===== config.mk =====
export PLATFORM = sky130hd
export DESIGN_NAME = switch_out_arbiter_flat
export DESIGN_NICKNAME = d
export VERILOG_FILES = /design/src/rtl/switch_out_arbiter_if.sv /design/src/rtl/switch_out_arbiter.sv /design/src/flat_wrapper.sv
export SDC_FILE = /design/constraint.sdc
export NUM_CORES = 1
export LEC_CHECK = 0
export CAP_MARGIN = 20
export CORE_MARGIN = 10
export CORE_UTILIZATION = 25
export DETAILED_ROUTE_END_ITERATION = 12
export PLACE_DENSITY_LB_ADDON = 0.2
export SKIP_CTS_REPAIR_TIMING = 1
export SYNTH_ARGS = -nofsm -noshare
export SYNTH_HDL_FRONTEND = slang
export SYNTH_SLANG_ARGS = --single-unit

===== constraint.sdc =====
create_clock -name clk -period 6.9 [get_ports clk]
set_input_delay 1.38 -clock clk [delete_from_list [all_inputs] [get_ports clk]]
set_output_delay 1.38 -clock clk [all_outputs]
set_load 0.05 [all_outputs]

===== src/rtl/switch_out_arbiter_if.sv =====
// Handshake/bus bundle between the switch input stage and the per-output arbiter.
// master drives requests and credit returns; slave (the arbiter) drives accepts and mux controls.
interface switch_out_arbiter_if #(
   parameter int PORT_NUM  = 6,
   parameter int ROUTE_LEN = 3
);
   logic [PORT_NUM*ROUTE_LEN-1:0] route_in;
   logic [PORT_NUM-1:0]           in_valid;
   logic [PORT_NUM-1:0]           in_tail;
   logic [PORT_NUM-1:0]           credit_return;
   logic [PORT_NUM-1:0]           in_ready;
   logic [PORT_NUM*PORT_NUM-1:0]  grant;
   logic [PORT_NUM*ROUTE_LEN-1:0] out_sel;
   logic [PORT_NUM-1:0]           out_valid;

   modport master (
      output route_in, in_valid, in_tail, credit_return,
      input  in_ready, grant, out_sel, out_valid
   );

   modport slave (
      input  route_in, in_valid, in_tail, credit_return,
      output in_ready, grant, out_sel, out_valid
   );
endinterface


===== src/rtl/switch_out_arbiter.sv =====
// Per-output round-robin, credit-based scheduler for the 6-port switch.
// Define SWITCH_ARB_LOCK_EN to hold an output for a whole wormhole packet until its tail flit.
module switch_out_arbiter #(
   parameter int PORT_NUM     = 6,
   parameter int ROUTE_LEN    = 3,
   parameter int CREDIT_DEPTH = 4,
   parameter int CREDIT_W     = 3
) (
   input logic                 clk,
   input logic                 rst,
   switch_out_arbiter_if.slave bus
);
   typedef logic [ROUTE_LEN-1:0] idx_t;
   typedef logic [CREDIT_W-1:0]  credit_t;

   localparam credit_t CREDIT_MAX = credit_t'(CREDIT_DEPTH);
   localparam idx_t    LAST_IDX   = idx_t'(PORT_NUM - 1);

   credit_t [PORT_NUM-1:0]              credit_q, credit_d;
   idx_t    [PORT_NUM-1:0]              rr_ptr_q, rr_ptr_d;
   logic    [PORT_NUM-1:0][PORT_NUM-1:0] grant_q, grant_d;
   idx_t    [PORT_NUM-1:0]              out_sel_q, out_sel_d;
   logic    [PORT_NUM-1:0]              out_valid_q, out_valid_d;

   logic    [PORT_NUM-1:0][PORT_NUM-1:0] req;
   logic    [PORT_NUM-1:0]              win;
   idx_t    [PORT_NUM-1:0]              winner;
   logic    [PORT_NUM-1:0]              ready;

`ifdef SWITCH_ARB_LOCK_EN
   logic [PORT_NUM-1:0] lock_q, lock_d;
   idx_t [PORT_NUM-1:0] lock_owner_q, lock_owner_d;
`else
   logic unused_tail;
   assign unused_tail = ^bus.in_tail;
`endif

   // Arbitration: first requester at or after rr_ptr, only while the output holds a credit.
   // NOTE: every always_comb output gets a default before any branch so no latch is inferred.
   always_comb begin
      int idx;
      idx    = 0;
      req    = '0;
      win    = '0;
      winner = '0;
      ready  = '0;
      for (int o = 0; o < PORT_NUM; o++) begin
         for (int i = 0; i < PORT_NUM; i++) begin
            req[o][i] = bus.in_valid[i] &&
                        (bus.route_in[i*ROUTE_LEN +: ROUTE_LEN] == idx_t'(o + 1));
`ifdef SWITCH_ARB_LOCK_EN
            if (lock_q[o] && (idx_t'(i) != lock_owner_q[o])) req[o][i] = 1'b0;
`endif
         end
         if (credit_q[o] != '0) begin
            for (int k = 0; k < PORT_NUM; k++) begin
               idx = int'(rr_ptr_q[o]) + k;
               if (idx >= PORT_NUM) idx = idx - PORT_NUM;
               if (!win[o] && req[o][idx]) begin
                  win[o]     = 1'b1;
                  winner[o]  = idx_t'(idx);
                  ready[idx] = 1'b1;
               end
            end
         end
      end
   end

   assign bus.in_ready = rst ? ready : '0;

   always_comb begin
      credit_d    = credit_q;
      rr_ptr_d    = rr_ptr_q;
      grant_d     = '0;
      out_sel_d   = out_sel_q;
      out_valid_d = win;
`ifdef SWITCH_ARB_LOCK_EN
      lock_d       = lock_q;
      lock_owner_d = lock_owner_q;
`endif
      for (int o = 0; o < PORT_NUM; o++) begin
         // A win is only possible with credit left, so the decrement cannot underflow.
         if (win[o] && !bus.credit_return[o]) begin
            credit_d[o] = credit_q[o] - credit_t'(1);
         end else if (!win[o] && bus.credit_return[o] && (credit_q[o] != CREDIT_MAX)) begin
            credit_d[o] = credit_q[o] + credit_t'(1);
         end

         if (win[o]) begin
            grant_d[o][winner[o]] = 1'b1;
            out_sel_d[o]          = winner[o];
`ifdef SWITCH_ARB_LOCK_EN
            if (!lock_q[o]) begin
               rr_ptr_d[o] = (winner[o] == LAST_IDX) ? '0 : winner[o] + idx_t'(1);
               if (!bus.in_tail[winner[o]]) begin
                  lock_d[o]       = 1'b1;
                  lock_owner_d[o] = winner[o];
               end
            end else if (bus.in_tail[winner[o]]) begin
               lock_d[o] = 1'b0;
            end
`else
            rr_ptr_d[o] = (winner[o] == LAST_IDX) ? '0 : winner[o] + idx_t'(1);
`endif
         end
      end
   end

   // NOTE: sequential state uses non-blocking assignments so every flop samples pre-edge values.
   always_ff @(posedge clk or negedge rst) begin
      if (!rst) begin
         credit_q    <= {PORT_NUM{CREDIT_MAX}};
         rr_ptr_q    <= '0;
         grant_q     <= '0;
         out_sel_q   <= '0;
         out_valid_q <= '0;
`ifdef SWITCH_ARB_LOCK_EN
         lock_q       <= '0;
         lock_owner_q <= '0;
`endif
      end else begin
         credit_q    <= credit_d;
         rr_ptr_q    <= rr_ptr_d;
         grant_q     <= grant_d;
         out_sel_q   <= out_sel_d;
         out_valid_q <= out_valid_d;
`ifdef SWITCH_ARB_LOCK_EN
         lock_q       <= lock_d;
         lock_owner_q <= lock_owner_d;
`endif
      end
   end

   assign bus.grant     = grant_q;
   assign bus.out_sel   = out_sel_q;
   assign bus.out_valid = out_valid_q;
endmodule

===== src/flat_wrapper.sv =====
// flat-port wrapper written by rule: the top's interface ports become plain ports
module switch_out_arbiter_flat 
#(
   parameter int PORT_NUM     = 6,
   parameter int ROUTE_LEN    = 3,
   parameter int CREDIT_DEPTH = 4,
   parameter int CREDIT_W     = 3
)
  (clk, rst, bus_route_in, bus_in_valid, bus_in_tail, bus_credit_return, bus_in_ready, bus_grant, bus_out_sel, bus_out_valid);
  switch_out_arbiter_if #(.PORT_NUM(PORT_NUM), .ROUTE_LEN(ROUTE_LEN)) bus_i ();
  input logic clk;
  input logic rst;
  input wire logic [$bits(bus_i.route_in)-1:0] bus_route_in;
  input wire logic [$bits(bus_i.in_valid)-1:0] bus_in_valid;
  input wire logic [$bits(bus_i.in_tail)-1:0] bus_in_tail;
  input wire logic [$bits(bus_i.credit_return)-1:0] bus_credit_return;
  output wire logic [$bits(bus_i.in_ready)-1:0] bus_in_ready;
  output wire logic [$bits(bus_i.grant)-1:0] bus_grant;
  output wire logic [$bits(bus_i.out_sel)-1:0] bus_out_sel;
  output wire logic [$bits(bus_i.out_valid)-1:0] bus_out_valid;
  assign bus_i.route_in = bus_route_in;
  assign bus_i.in_valid = bus_in_valid;
  assign bus_i.in_tail = bus_in_tail;
  assign bus_i.credit_return = bus_credit_return;
  assign bus_in_ready = bus_i.in_ready;
  assign bus_grant = bus_i.grant;
  assign bus_out_sel = bus_i.out_sel;
  assign bus_out_valid = bus_i.out_valid;
  switch_out_arbiter #(.PORT_NUM(PORT_NUM), .ROUTE_LEN(ROUTE_LEN), .CREDIT_DEPTH(CREDIT_DEPTH), .CREDIT_W(CREDIT_W)) u_core (.clk(clk), .rst(rst), .bus(bus_i));
endmodule

* Word-level counts from Yosys, hierarchy flattened *
Cells that the tools add are included.
Widths: inputs -> output; s select.

operators by class
  add/subtract/negate cells = 84
  magnitude comparators = 120
  equal/unequal tests = 48
  muxes and demuxes = 475
  bitwise logic cells = 35
  reduce and logical (&&, ||, !) cells = 180

operator list
  cell                   count
  $mux 32                72
  $ge 32x1->1 const B    36
  $lt 32x5->1 const B    36
  $ge 32x4->1 const B    30
  $sub 32x4->32 const B  30
  $mux 6                 79
  $or 6x6->6             35
  $mux 1                 186
  $mux 3                 60
  $demux 1 s3            42
  $logic_and 1x1->1      126
  $bmux 1 s3             36
  $eq 3x3->1 const B     24
  $add 3x2->4 const B    12
  $add 3x3->4 const B    12
  $logic_not 1->1        42
  $add 3x1->3 const B    12
  $eq 3x2->1 const B     12
  $add 3x1->4 const B    6
  $lt 3x4->1 const B     6
  $sub 3x3->4 const B    6
  $eq 3x1->1 const B     6
  $ge 3x1->1 const B     6
  $ge 3x3->1 const B     6
  other kinds (4)        24

storage, ports and cells
  bits in registers = 96
  bits of input ports = 38
  output and inout port bits = 66
  logic and storage cells = 967

* Longest topological paths before layout *
  word-level depth = 119
  depth in mapped cells = 21
  mapped depth without buffers = 18

* Worst setup path after synthesis *
Ideal clock, no wire load.

  path type = input-to-output
  start point = input port bus_route_in[10]
  end point = output port bus_in_ready[5]
  arrival = 4.520 ns
  required time = 5.520 ns
  path slack = 1.000 ns
  stages on the path = 11
  buffers on the path = 2
  path through = and4bb_2 > mux2i_1 > a211oi_1 > or4b_1 > buf_2 > or3_1 > clkbuf_1 > o311a_1 > mux2i_1 > a22oi_1 > a41oi_1

on the way
  word-level cells in the longest chain between the ends = 118
  elaborated cells between the ends (all ways) = 348
  classes of those cells = eq/ne (6); mux (241); bitwise (35); reduce/logical (66)

RTL lines
  element                                     RTL line                  RTL
  start: declaration                          flat_wrapper.sv:13        input wire logic [$bits(bus_i.route_in)-1:0] bus_route_in;
  $eq 3x1->1                                  switch_out_arbiter.sv:50  (bus.route_in[i*ROUTE_LEN +: ROUTE_LEN] == idx_t'(o + 1));
  $logic_and 1x1->1                           switch_out_arbiter.sv:49  req[o][i] = bus.in_valid[i] &&
  $bmux 1 s3                                  switch_out_arbiter.sv:59  if (!win[o] && req[o][idx]) begin
  $mux 1 (not written as such) (2 in series)  switch_out_arbiter.sv:59
  $mux 1                                      switch_out_arbiter.sv:59
  $mux 1                                      switch_out_arbiter.sv:55  if (credit_q[o] != '0) begin
  $logic_not 1->1                             switch_out_arbiter.sv:59
  $logic_and 1x1->1                           switch_out_arbiter.sv:59
  [... 101 more ...]                          n/a
  $mux 6                                      switch_out_arbiter.sv:55
  $or 6x6->6 (no source line)                 n/a
  $mux 6                                      switch_out_arbiter.sv:59
  $mux 6                                      switch_out_arbiter.sv:55
  $or 6x6->6 (no source line)                 n/a
  $mux 6                                      switch_out_arbiter.sv:59
  $mux 6 *                                    switch_out_arbiter.sv:55
  $mux 6 *                                    switch_out_arbiter.sv:69  assign bus.in_ready = rst ? ready : '0;
  end: declaration                            flat_wrapper.sv:17        output wire logic [$bits(bus_i.in_ready)-1:0] bus_in_ready;

Mark *: on every way between the ends. The rest lies on a longest branch, timed or not. The select of a mux whose other input is x is not followed.

* Worst setup path after layout *
  start point = input port bus_in_valid[5]
  end point = output port bus_in_ready[3]

on the way
  word-level cells in the longest chain between the ends = 117
  elaborated cells between the ends (all ways) = 342
  classes of those cells = mux (241); bitwise (35); reduce/logical (66)

RTL lines
  element                                     RTL line                  RTL
  start: declaration                          flat_wrapper.sv:14        input wire logic [$bits(bus_i.in_valid)-1:0] bus_in_valid;
  $logic_and 1x1->1                           switch_out_arbiter.sv:49
  $bmux 1 s3                                  switch_out_arbiter.sv:59
  $mux 1 (not written as such) (2 in series)  switch_out_arbiter.sv:59
  $mux 1                                      switch_out_arbiter.sv:59
  $mux 1                                      switch_out_arbiter.sv:55
  $logic_not 1->1                             switch_out_arbiter.sv:59
  $logic_and 1x1->1                           switch_out_arbiter.sv:59
  $mux 1                                      switch_out_arbiter.sv:59
  [... 100 more ...]                          n/a
  $mux 6                                      switch_out_arbiter.sv:55
  $or 6x6->6 (no source line)                 n/a
  $mux 6                                      switch_out_arbiter.sv:59
  $mux 6                                      switch_out_arbiter.sv:55
  $or 6x6->6 (no source line)                 n/a
  $mux 6                                      switch_out_arbiter.sv:59
  $mux 6 *                                    switch_out_arbiter.sv:55
  $mux 6 *                                    switch_out_arbiter.sv:69

Marks and branches as above.

==> run summary <==
Counting every net in the synthesized netlist gives 2001. Of all cell types, the one taking the most synthesized area is sky130_fd_sc_hd__dfrtp_1. The number of buffer and inverter instances along the worst setup path is 2. Setup violations remaining at the end of the flow were counted as 0. For this run, design rule violations remaining after detail routing come to 0. The number of I/O port buffers works out to 97. Clock latency on the worst-skew pair, taken at its later pin, is 0.40 ns. Routability-driven placement finished with a final weighted congestion of 0.901. The layout overhead on the synthesized area was 17.2%; the maximum clock path buffer count was 2. The H-tree was split into 3 levels. The data required time of the critical path was 5.52 ns. In the synthesized netlist the dominant register cell turns out to be sky130_fd_sc_hd__dfrtp_1. Summed over its instances, the top area cell type makes up 16.0% of the synthesized netlist area. The classification of the worst setup path is in2out. In the post-synthesis netlist, the biggest area contributors are sky130_fd_sc_hd__dfrtp_1, sky130_fd_sc_hd__ha_1, sky130_fd_sc_hd__nand2_1, sky130_fd_sc_hd__o21ai_0, sky130_fd_sc_hd__a21oi_1.

The number of slew-limit violations in the final report was 0; the count of pins on the block boundary was 104. For this run, global-route usage on met3 was measured as 2.67%. The total wire length after detailed routing is 51800 um, and the data arrival at the endpoint of the critical path is 5.27 ns. Headroom to the max-slew limit came out at 47.3%. The detailed placer's ending HPWL was 41200 um; the largest net degree at the start of global routing was 55.

The logs give 14200 for the number of global-route vias before repair and 17.1% for the sequential share of the synthesized area. After clock tree synthesis, the clock-pin slew on the worst setup and hold paths is 0.07 ns. The logs give 0.288 ns for the placement-stage worst setup slack and 0.0171 ns for the worst clock skew. Row generation in the floorplan step produced 86 rows. The flow ran to the end, and the final reports show no timing, DRC or antenna violations. The delay of the slowest cell on the worst path was 0.69 ns. The cell area after synthesis was 14100 sq um; the ratio of routed vias to standard cells was 5.55.

The synthesized design contains 96 register bits. Total negative slack: 0 ns. The tools report the count of endpoints failing hold in the final timing report as 0.

Once the floorplan was initialized, standard cells occupied 25.4% of the core. The global routing usage on met1 is 20.5%, and the time the final worst path needs with I/O delays and setup is 6.65 ns. The count of nets left with antenna violations once routing finished came out at 0. The slew at the pin with the worst max-slew slack works out to 0.778 ns.

The number of warnings reported in the yosys synthesis log was 0; the number of buffers created by CTS was 9. The core region is 55400 sq um. The signal on the critical path passes through clkdlybuf4s50_1 -> or4bb_1 -> mux2_2 -> or4_4 -> o31a_2 -> o2111ai_1 -> o211ai_1 -> a32o_1 -> a31o_1 -> o41a_1 -> buf_12. The layer flagged by global routing as most heavily used is met2.

The clock net in this run drives a total of 96 sinks. In this run the clock root is driven by a sky130_fd_sc_hd__clkbuf_16. Summed over all layers, the global routing overflow is 0. The slowest stage of the critical path belongs to the cell sky130_fd_sc_hd__or4bb_1. The repair_antennas step left the layout with diodes totalling 0. Average footprint of a synthesized cell: 7.65 sq um.

The critical path endpoint category is an output port. Global routing used 23.9% of the available met2 tracks. The die span in y was 257 um; the detailed-route via count was 15000. The tools report the final-layout fill cell count as 5964. TritonCTS built the clock tree. The global-route wire length before repair came out at 80800 um.

The share of synthesized flip-flops with an asynchronous set or reset came out at 100%. The logs give 1077 for the number of DRC markers after the initial detailed-route iteration and 66200 sq um for the total die area. The all-layer global routing usage is 15.0%. In this run the worst path has a maximum fanout of 9.

Width of the chip: 257 um. The logs give 115 for the count of distinct cell types in the synthesized netlist and 2103 for the net count of the finished layout. STA classifies the critical path startpoint as a primary input. Max-cap violations in this run came to 0. In this run the worst hold path is classified as reg2reg. In this run, synthesis inferred 0 flip-flops with an integrated enable. The final critical path takes up 96.4% of the cycle. Dividing the detail-routed wire length by the instance count gives 19.2 um. The number of antenna violations at the first check in global routing came out at 4.

The run gives 6 as the number of iterations in the first detailed-routing pass. Setup repair after global routing left no endpoint under its margin. Cells with a size suffix above 1 make up 10.8% of the layout.

The worst path meets setup with 0.250 ns of slack. The number of standard cells after synthesis was 1840. The highest achievable clock rate was 150 MHz.

Grouping stages by cell kind, the critical path spends the most delay in compound AO/OA/AOI/OAI gates.
-- area by class of cell --
class / count / area [sq um] / area share (%)
multi-input combinational: 1539 / 10800 / 65.7
tap: 748 / 936 / 5.67
clock buffer: 11 / 243 / 1.47
clock inverter: 5 / 41.3 / 0.250
timing repair buffer: 166 / 1550 / 9.37
sequential: 96 / 2410 / 14.6
inverter: 130 / 492 / 2.98
-- state kept, by name (all words and copies together), names as in the netlist --
signal and cells:
u_core.rr_ptr_q 18, u_core.bus.out_sel 18, u_core.credit_q 18, u_core.bus.grant 36, u_core.bus.out_valid 6
-- synthesized netlist by cell type (39+ instances only) --
cell type	count
sky130_fd_sc_hd__nand2b_1	39
sky130_fd_sc_hd__nand2_1	168
sky130_fd_sc_hd__nand3_1	84
sky130_fd_sc_hd__clkbuf_1	44
sky130_fd_sc_hd__mux2i_1	42
sky130_fd_sc_hd__dfrtp_1	90
sky130_fd_sc_hd__o21ai_0	102
sky130_fd_sc_hd__ha_1	117
sky130_fd_sc_hd__nor2_1	129
sky130_fd_sc_hd__nor3_1	55
sky130_fd_sc_hd__inv_1	117
sky130_fd_sc_hd__a21oi_1	100
-- cells in the final DEF, fill, tap and decap left out, types with 31 or more instances in the layout --
cell type                           n
sky130_fd_sc_hd__buf_4             70
sky130_fd_sc_hd__mux2i_1           42
sky130_fd_sc_hd__nand2b_1          39
sky130_fd_sc_hd__nand4_1           31
sky130_fd_sc_hd__ha_1             117
sky130_fd_sc_hd__a21oi_1          100
sky130_fd_sc_hd__inv_1            117
sky130_fd_sc_hd__dfrtp_1           90
sky130_fd_sc_hd__nor2_1           129
sky130_fd_sc_hd__o21ai_0          102
sky130_fd_sc_hd__nor3_1            55
sky130_fd_sc_hd__nor2b_1           32
sky130_fd_sc_hd__nand2_1          168
sky130_fd_sc_hd__nand3_1           84
sky130_fd_sc_hd__o211ai_1          32
sky130_fd_sc_hd__clkdlybuf4s50_1   90
-- cell families after synthesis --
group / count (synthesis) / share of synthesized area, %
adder cells (fa/ha/maj): 123 / 11.2
AND/OR/NAND/NOR: 747 / 29.1
multiplexers: 74 / 5.77
flip-flops: 96 / 17.1
XOR/XNOR: 21 / 1.79
AO/OA/AOI/OAI: 574 / 29.1
buffers and inverters: 205 / 5.93
-- worst min-delay path, cell delays in order, from the launching register on --
cell	delay [ns]
sky130_fd_sc_hd__dfrtp_1	0.34
sky130_fd_sc_hd__nand2_1	0.05
sky130_fd_sc_hd__nand2_1	0.06
-- path summary, 6_finish.rpt --
path,endpoint,start,cells past startpoint,slack [ns]
setup reg to reg,u_core.credit_q[2]$_DFFE_PN1P_,u_core.rr_ptr_q[1]$_DFFE_PN0P_,15,1.81
hold / removal,u_core.bus.out_sel[5]$_DFFE_PN0P_,u_core.bus.out_sel[5]$_DFFE_PN0P_,2,0.48
setup / recovery,bus_in_ready[3],bus_in_valid[5],11,0.25
min in group asynchronous,u_core.bus.grant[1]$_DFF_PN0_,rst,1,1.05
hold reg to reg,u_core.bus.out_sel[5]$_DFFE_PN0P_,u_core.bus.out_sel[5]$_DFFE_PN0P_,2,0.48
max in group asynchronous,u_core.bus.out_sel[11]$_DFFE_PN0P_,rst,2,4.66
-- through the flow --
stage	hold WS, ns	area [sq um]	utilization [%]	cells
after floorplan	0.459	14100	-	1840
after global placement	0.460	16200	29.3	2679
after detailed placement	0.462	16200	29.3	2679
after CTS	0.487	16500	29.8	2695
after global routing	0.506	16500	29.8	2695
final	0.481	16500	29.8	2695
-- metal layers --
metal	part of all wire (%)	wire length (um)
met3	5.8	3000
met2	45	23400
met1	47	24400
met5	0.083	43
met4	2.0	1010
Power is not shown: default switching activity piles up to over one toggle a cycle in this logic, so the estimate is an artifact.
